<file path="src/rtl/ahb_timer_if.sv">
// AHB-Lite slave-side bundle for the timer: select, address/data-phase inputs
// and the slave response.
interface ahb_timer_if;
   typedef struct packed {
      logic        write;
      logic [31:0] addr;
      logic [2:0]  size;
      logic [1:0]  trans;
      logic [2:0]  burst;
      logic [3:0]  prot;
      logic        mastlock;
      logic        ready;
      logic [31:0] wdata;
   } bus_slv_in;

   typedef struct packed {
      logic [31:0] rdata;
      logic        ready;
      logic        resp;
   } bus_slv_out;

   logic       sel;
   bus_slv_in  slv_in;
   bus_slv_out slv_out;

   modport master (output sel, slv_in, input slv_out);
   modport slave  (input sel, slv_in, output slv_out);
endinterface

</file>
<file path="src/rtl/ahb_timer.sv">
// AHB-Lite programmable timer: prescaler, 32-bit counter with compare match,
// sticky MATCH flag and level interrupt. Illegal accesses get a two-cycle ERROR.
module ahb_timer #(
   parameter int          PRESCALE_W    = 16,
   parameter logic [31:0] RESET_COMPARE = 32'hFFFF_FFFF
) (
   input  logic        clk,
   input  logic        rst,
   ahb_timer_if.slave  bus,
   output logic        irq
);
   typedef enum logic [1:0] {S_IDLE, S_ACCESS, S_ERR1, S_ERR2} state_t;
   localparam logic [PRESCALE_W-1:0] P_ONE = 1;

   state_t                state;
   logic                  ready_q, resp_q;
   logic [2:0]            a_off;
   logic                  a_write;
   logic [2:0]            ctrl;
   logic [PRESCALE_W-1:0] prescale, pcnt;
   logic [31:0]           count, compare, rdata;
   logic                  match;
   logic                  accept, legal, we, tick, hit;
   logic                  wr_ctrl, wr_pre, wr_count, wr_cmp, wr_status;
   logic                  unused_bits;

   assign accept = bus.sel && bus.slv_in.trans[1] && bus.slv_in.ready && (state != S_ERR1);
   assign legal  = (bus.slv_in.size == 3'b010) && (bus.slv_in.addr[1:0] == 2'b00) &&
                   (bus.slv_in.addr[4:2] <= 3'd4);

   always_ff @(posedge clk or negedge rst) begin
      if (!rst) begin
         state   <= S_IDLE;
         ready_q <= 1'b1;
         resp_q  <= 1'b0;
         a_off   <= '0;
         a_write <= 1'b0;
      end else begin
         if (accept) begin
            a_off   <= bus.slv_in.addr[4:2];
            a_write <= bus.slv_in.write;
         end
         unique case (state)
            S_ERR1: begin
               state   <= S_ERR2;
               ready_q <= 1'b1;
               resp_q  <= 1'b1;
            end
            default: begin
               if (accept && legal) begin
                  state   <= S_ACCESS;
                  ready_q <= 1'b1;
                  resp_q  <= 1'b0;
               end else if (accept) begin
                  state   <= S_ERR1;
                  ready_q <= 1'b0;
                  resp_q  <= 1'b1;
               end else begin
                  state   <= S_IDLE;
                  ready_q <= 1'b1;
                  resp_q  <= 1'b0;
               end
            end
         endcase
      end
   end

   assign we        = (state == S_ACCESS) && a_write;
   assign wr_ctrl   = we && (a_off == 3'd0);
   assign wr_pre    = we && (a_off == 3'd1);
   assign wr_count  = we && (a_off == 3'd2);
   assign wr_cmp    = we && (a_off == 3'd3);
   assign wr_status = we && (a_off == 3'd4);
   assign tick      = ctrl[0] && (pcnt == prescale);
   // A bus write to COUNT on a tick suppresses the compare for that cycle.
   assign hit       = tick && !wr_count && (count == compare);

   always_ff @(posedge clk or negedge rst) begin
      if (!rst) begin
         ctrl     <= '0;
         prescale <= '0;
         pcnt     <= '0;
         count    <= '0;
         compare  <= RESET_COMPARE;
         match    <= 1'b0;
         irq      <= 1'b0;
      end else begin
         if (wr_ctrl) ctrl <= bus.slv_in.wdata[2:0];
         if (wr_pre)  prescale <= bus.slv_in.wdata[PRESCALE_W-1:0];
         if (wr_cmp)  compare <= bus.slv_in.wdata;

         if (wr_pre || (wr_ctrl && ctrl[0] && !bus.slv_in.wdata[0])) pcnt <= '0;
         else if (tick)                                              pcnt <= '0;
         else if (ctrl[0])                                           pcnt <= pcnt + P_ONE;

         if (wr_count)          count <= bus.slv_in.wdata;
         else if (hit && ctrl[2]) count <= '0;
         else if (tick)         count <= count + 32'd1;

         // Set beats a coincident write-1-to-clear.
         if (hit)                                    match <= 1'b1;
         else if (wr_status && bus.slv_in.wdata[0])  match <= 1'b0;

         irq <= match & ctrl[1];
      end
   end

   always_comb begin
      rdata = '0;
      if ((state == S_ACCESS) && !a_write) begin
         case (a_off)
            3'd0:    rdata = {29'b0, ctrl};
            3'd1:    rdata = 32'(prescale);
            3'd2:    rdata = count;
            3'd3:    rdata = compare;
            3'd4:    rdata = {31'b0, match};
            default: rdata = '0;
         endcase
      end
   end

   always_comb begin
      bus.slv_out.rdata = rdata;
      bus.slv_out.ready = ready_q;
      bus.slv_out.resp  = resp_q;
   end

   assign unused_bits = ^{bus.slv_in.addr[31:5], bus.slv_in.burst, bus.slv_in.prot,
                          bus.slv_in.mastlock};
endmodule

</file>
<file path="src/flat_wrapper.sv">
// flat-port wrapper written by rule: the top's interface ports become plain ports
module ahb_timer_flat 
#(
   parameter int          PRESCALE_W    = 16,
   parameter logic [31:0] RESET_COMPARE = 32'hFFFF_FFFF
)
  (clk, rst, irq, bus_sel, bus_slv_in, bus_slv_out);
  ahb_timer_if bus_i ();
  input  logic clk;
  input  logic rst;
  output logic irq;
  input wire logic [$bits(bus_i.sel)-1:0] bus_sel;
  input wire logic [$bits(bus_i.slv_in)-1:0] bus_slv_in;
  output wire logic [$bits(bus_i.slv_out)-1:0] bus_slv_out;
  assign bus_i.sel = bus_sel;
  assign bus_i.slv_in = bus_slv_in;
  assign bus_slv_out = bus_i.slv_out;
  ahb_timer #(.PRESCALE_W(PRESCALE_W), .RESET_COMPARE(RESET_COMPARE)) u_core (.clk(clk), .rst(rst), .bus(bus_i), .irq(irq));
endmodule
</file>
<file path="config.mk">
export PLATFORM = sky130hd
export DESIGN_NAME = ahb_timer_flat
export DESIGN_NICKNAME = d
export VERILOG_FILES = /design/src/rtl/ahb_timer_if.sv /design/src/rtl/ahb_timer.sv /design/src/flat_wrapper.sv
export SDC_FILE = /design/constraint.sdc
export NUM_CORES = 1
export LEC_CHECK = 0
export BUFFER_PORTS_ARGS = -buffer_cell sky130_fd_sc_hd__buf_2
export CAP_MARGIN = 5
export CELL_PAD_IN_SITES_DETAIL_PLACEMENT = 0
export CELL_PAD_IN_SITES_GLOBAL_PLACEMENT = 1
export CORE_MARGIN = 5
export CORE_UTILIZATION = 45
export CTS_BUF_LIST = sky130_fd_sc_hd__clkbuf_8
export DETAILED_ROUTE_END_ITERATION = 12
export PLACE_DENSITY_LB_ADDON = 0.1
export SYNTH_ARGS = -nofsm -noshare
export SYNTH_HDL_FRONTEND = slang
export SYNTH_SLANG_ARGS = --single-unit
</file>
<file path="constraint.sdc">
create_clock -name clk -period 3.14 [get_ports clk]
set_clock_uncertainty 0.15 [all_clocks]
set_input_delay 0 -clock clk [delete_from_list [all_inputs] [get_ports clk]]
set_output_delay 0 -clock clk [all_outputs]
set_load 0.05 [all_outputs]
</file>
# == Yosys cells after proc, flatten, opt, wreduce, memory -nomap -nowiden ==
# Index checks and enable logic that the tools add are counted.
# totals
input_bits,82
elab_cells,74
out_inout_bits,35
regBits,109
# op_classes
bitwise,1
add_sub_neg,2
eq_ne,10
magnitude_cmp,1
muxes,19
reduce_logical,29
# op_table
op,n
$pmux W32 S5,1
$mux W32,4
$mux W16,3
$add A32 B1 Y32 const B,1
$eq A32 B32 Y1,1
$logic_and A1 B1 Y1,20
$add A16 B1 Y16 const B,1
$eq A16 B16 Y1,1
$eq A3 B2 Y1 const B,3
$mux W1,8
$mux W2,3
$reduce_bool A3 Y1,2
$eq A3 B1 Y1 const B,1
$eq A3 B3 Y1 const B,1
$le A3 B3 Y1 const B,1
$logic_not A1 Y1,3
$logic_not A3 Y1,1
$eq A2 B1 Y1 const B,1
$eq A2 B2 Y1 const B,1
$logic_not A2 Y1,1
$ne A2 B2 Y1 const B,1
$reduce_bool A2 Y1,1
$and A1 B1 Y1,1
$logic_or A1 B1 Y1,1

# == Logic depth before layout (Yosys ltp) ==
# logic_depth
ltp_word,9
mapped_depth,9
ltp_nobuf,7

# == Worst setup path before layout ==
# No wires, ideal clock.
# synth_timing
kind,flip-flop to output port
startpoint,reg u_core.a_off[2]
endpoint,out bus_slv_out[23]
path_stages_with_launch,9
t_arrival_ns,2.202
setup_slack_ns,0.788
cell_sequence,dfrtp_1 -> clkbuf_2 -> nor2b_1 -> clkbuf_1 -> and2_1 -> clkbuf_1 -> clkbuf_1 -> a22oi_1 -> nor2_1
# synth_via
elab_chain_cells,3
elab_cells_between_ends,7
# synth_lines
item,line,rtl
start: declaration,ahb_timer.sv:17,logic [2:0] a_off;
start signal: assignment,ahb_timer.sv:40,a_off <= bus.slv_in.addr[4:2];
$eq A3 B3 Y1 (tied with other cells),ahb_timer.sv:111,case (a_off)
$pmux W32 S5 (*),ahb_timer.sv:111,
$mux W32 (*),ahb_timer.sv:110,if ((state == S_ACCESS) && !a_write) begin
end: declaration,flat_wrapper.sv:14,output wire logic [$bits(bus_i.slv_out)-1:0] bus_slv_out;
# Every way passes the cells marked *; elsewhere a longest branch is shown, timed or not.

# == Worst setup path after layout ==
# layout_timing
startpoint,reg u_core.a_off[0]
endpoint,out bus_slv_out[18]
# The elaborated chain is that of the path after synthesis.

==> results.cfg <==
[routing]
drc = 0
ant_nets = 0
drt-total-wl_mm = 20.0
drt-initial-drc-count = 557
via_per_inst = 5.84
drtPass1Iterations = 5
vias = 5938
wl_per_cell_um = 19.7

[sta]
timing.hold.ws_ns = 0.133
hold_viol = 0
finalCriticalPeriod_ns = 2.72
rsz0062_at_grt = false
setup_viol = 0
fin_setup_tns_ns = 0
fmax_mhz = 367
slew_viol_final = 0
worstMarginPinSlew_ns = 0.979
post-route-period-util = 0.868
slew_headroom = 0.347

[power_and_ir_drop]
swShare = 0.399
clkPwrFrac = 0.186
seq_power_share = 0.407
p_leak_uw = 0.00313
ir_drop_mv = 0.378
combPwrFrac = 0.407
powerDensity_mw_per_mm2 = 772
switchingPower_uw = 2470
power.internal_uw = 3720

[logic_synthesis]
ys_seq_area_frac = 0.409
synth_cell_types = 61
synth_top_area_cell = dfrtp_1
ys_async_sr_fraction = 1.00
synth_nets = 804
synth_top_area_share = 0.280
ys_ff_latch = 108
syn-cell-area_sq_mm = 0.00671
synth_top_cells_by_area = dfrtp_1 28%, dfstp_2 13%, mux2_2 12%, xnor2_1 7.3%, nor2_1 5.3%
synth-edff-count = 0
synth_area_per_cell_sq_um = 9.32
syn_inst = 720
synth_ff_type = dfrtp_1
yosys_warnings = 0

[place]
gp_congestion = 0.898
portBuffers = 80
place_area_sq_mm = 0.00727
place_hpwl_mm = 14.6

[clocking]
cts_resized = 0
clockBufferDepth = 2
numClockSinks = 108
root_buffer = clkbuf_8
cts_buffers = 9
path_clk_slew_ns = 0.10
clock_latency_ns = 0.40
cts_htree_levels = 3
cts_tree = yes

[finish]
final_net_count = 911
stdcell_area_sq_mm = 0.00802
seqCellArea_sq_mm = 0.00274
multiInputGateArea_sq_mm = 0.00369
antenna_cells = 0
area_delta_synth_final_pct = 19.4
fillers = 1364
drive_above_1_share = 0.287

[critical_path]
cp_slowest_stage_delay_ns = 0.61
cp_cell_sequence = buf_4, nor2_1, and2_1, a22oi_1, nor2_1, buf_2
cp_data_required_time_ns = 2.99
r2r_start = u_core.prescale[11]
setup.worst_path.end_class = primary output
cp-start-kind = flip-flop
cpMostUsedCell = nor2_1
cp_max_fo = 23
r2r-end = u_core.count[24]
worstSetupPathType = reg -> out
r2r_setup_slack_ns = 0.52
crit_slowest_cell = and2_1
arrival_ns = 2.57
r2r_cells = 6

[grt]
grt_pass1_vias = 6064
antenna_found_initial = 0
grt-ovfl-total = 0
grt_max_degree = 73
grt_pass1_wl_mm = 32.9
track_usage = 0.233

[floorplanning]
die_w_um = 132
die-area_sq_mm = 0.0175
io_pins = 117
rows = 44
die_y_um = 132
fp.coreArea_sq_mm = 0.0146
initial_core_util = 0.460

[flow_run]
drv_cap = 0

[run_status]
status = complete, no violations

[worst_hold_path]
hold_class = in -> async
synth_stat cells, types with 4 or more instances:
master	count
nor2b_1	8
mux2_2	70
inv_1	12
nand3_1	29
nand2_1	37
nor2_1	94
nor3_2	4
clkbuf_1	28
nand4_1	28
nor4b_1	4
and2_1	10
o21ai_0	26
nand2b_1	4
dfrtp_1	75
a31oi_1	19
a21oi_1	36
nor3_1	14
a22oi_1	34
xor2_1	10
nor4_1	10
xnor2_1	56
dfstp_2	33
buf_2	19
layer usage:
metal	vias to the layer above	wire length [um]	GRT usage
li1	2790	-	-
met1	2946	9480	0.340
met2	171	9150	0.351
met3	31	960	0.0366
met4	0	446	0.0817
met5	-	0	0
cells by family after synthesis:
group | synth area share
compound gates | 0.127
xor+xnor | 0.0861
fa+ha+maj | 0.00373
buf+inv | 0.0429
flops | 0.409
mux | 0.119
simple gates | 0.212
registers in the layout, summed over array words and instances, names as in the netlist:
signal,cells
u_core.resp_q,1
u_core.ready_q,1
u_core.count,32
u_core.ctrl,3
u_core.a_write,1
u_core.match,1
u_core.pcnt,16
u_core.prescale,16
u_core.a_off,3
u_core.state,1
u_core.compare,32
u_core.irq,1
repair_timing:
item / 4_1_cts / 5_1_grt
hold buffers: 47 / 0
hold endpoints to repair: 146 / 0
setup buffers: 0 / 0
power by group through the flow:
stage          registers [uW]  clock network (uW)  logic [uW]
4_1_cts                  2510                1180        2520
3_3_place_gp             2510                   0        2410
5_1_grt                  2590                1230        2750
2_1_floorplan            2340                   0        1880
3_5_place_dp             2540                   0        2430
6_report                 2520                1150        2520
worst max-delay path: cells and delay by family (launching register included):
family,cells,cell delay (ns)
AO/OA/AOI/OAI,1,0.23
buffers and inverters,2,0.51
flip-flops,1,0.41
AND/OR/NAND/NOR,3,1.01
through the flow:
stage / total power (uW) / setup WS [ns] / util / instances
2_1_floorplan: 4220 / 0.788 / - / 720
3_3_place_gp: 4920 / 0.577 / 0.499 / 953
3_5_place_dp: 4960 / 0.550 / 0.499 / 953
4_1_cts: 6210 / 0.333 / 0.549 / 1016
5_1_grt: 6570 / 0.179 / 0.549 / 1016
6_report: 6190 / 0.416 / 0.549 / 1016
final cells by class:
type | count | area share
multi-input cells | 547 | 0.460
flip-flops and latches | 108 | 0.342
repair buffers | 149 | 0.130
well taps | 184 | 0.0287
clock buffers | 10 | 0.0172
clock inverters | 6 | 0.0167
inverters | 12 | 0.00562
worst max-delay path by stage:
stage / start / cells after the start / to / slack (ns)
floorplan: u_core.a_off[2] / 8 / bus_slv_out[23] / 0.79
global placement: u_core.prescale[11] / 6 / u_core.count[24] / 0.58
detailed placement: u_core.prescale[11] / 6 / u_core.count[13] / 0.55
CTS: u_core.a_off[0] / 6 / bus_slv_out[18] / 0.33
global route: u_core.a_off[0] / 6 / bus_slv_out[22] / 0.18
finish: u_core.a_off[0] / 6 / bus_slv_out[18] / 0.42
cell usage in the layout (no fill, tap or decap), types with 29 or more instances in the layout:
master / instances
nor2_1: 92
buf_2: 79
dfrtp_1: 75
mux2_2: 70
xnor2_1: 56
dlygate4sd3_1: 47
nand2_1: 37
a21oi_1: 36
a22oi_1: 34
dfstp_2: 33
nand3_1: 29
(Power assumes the default switching activity.)
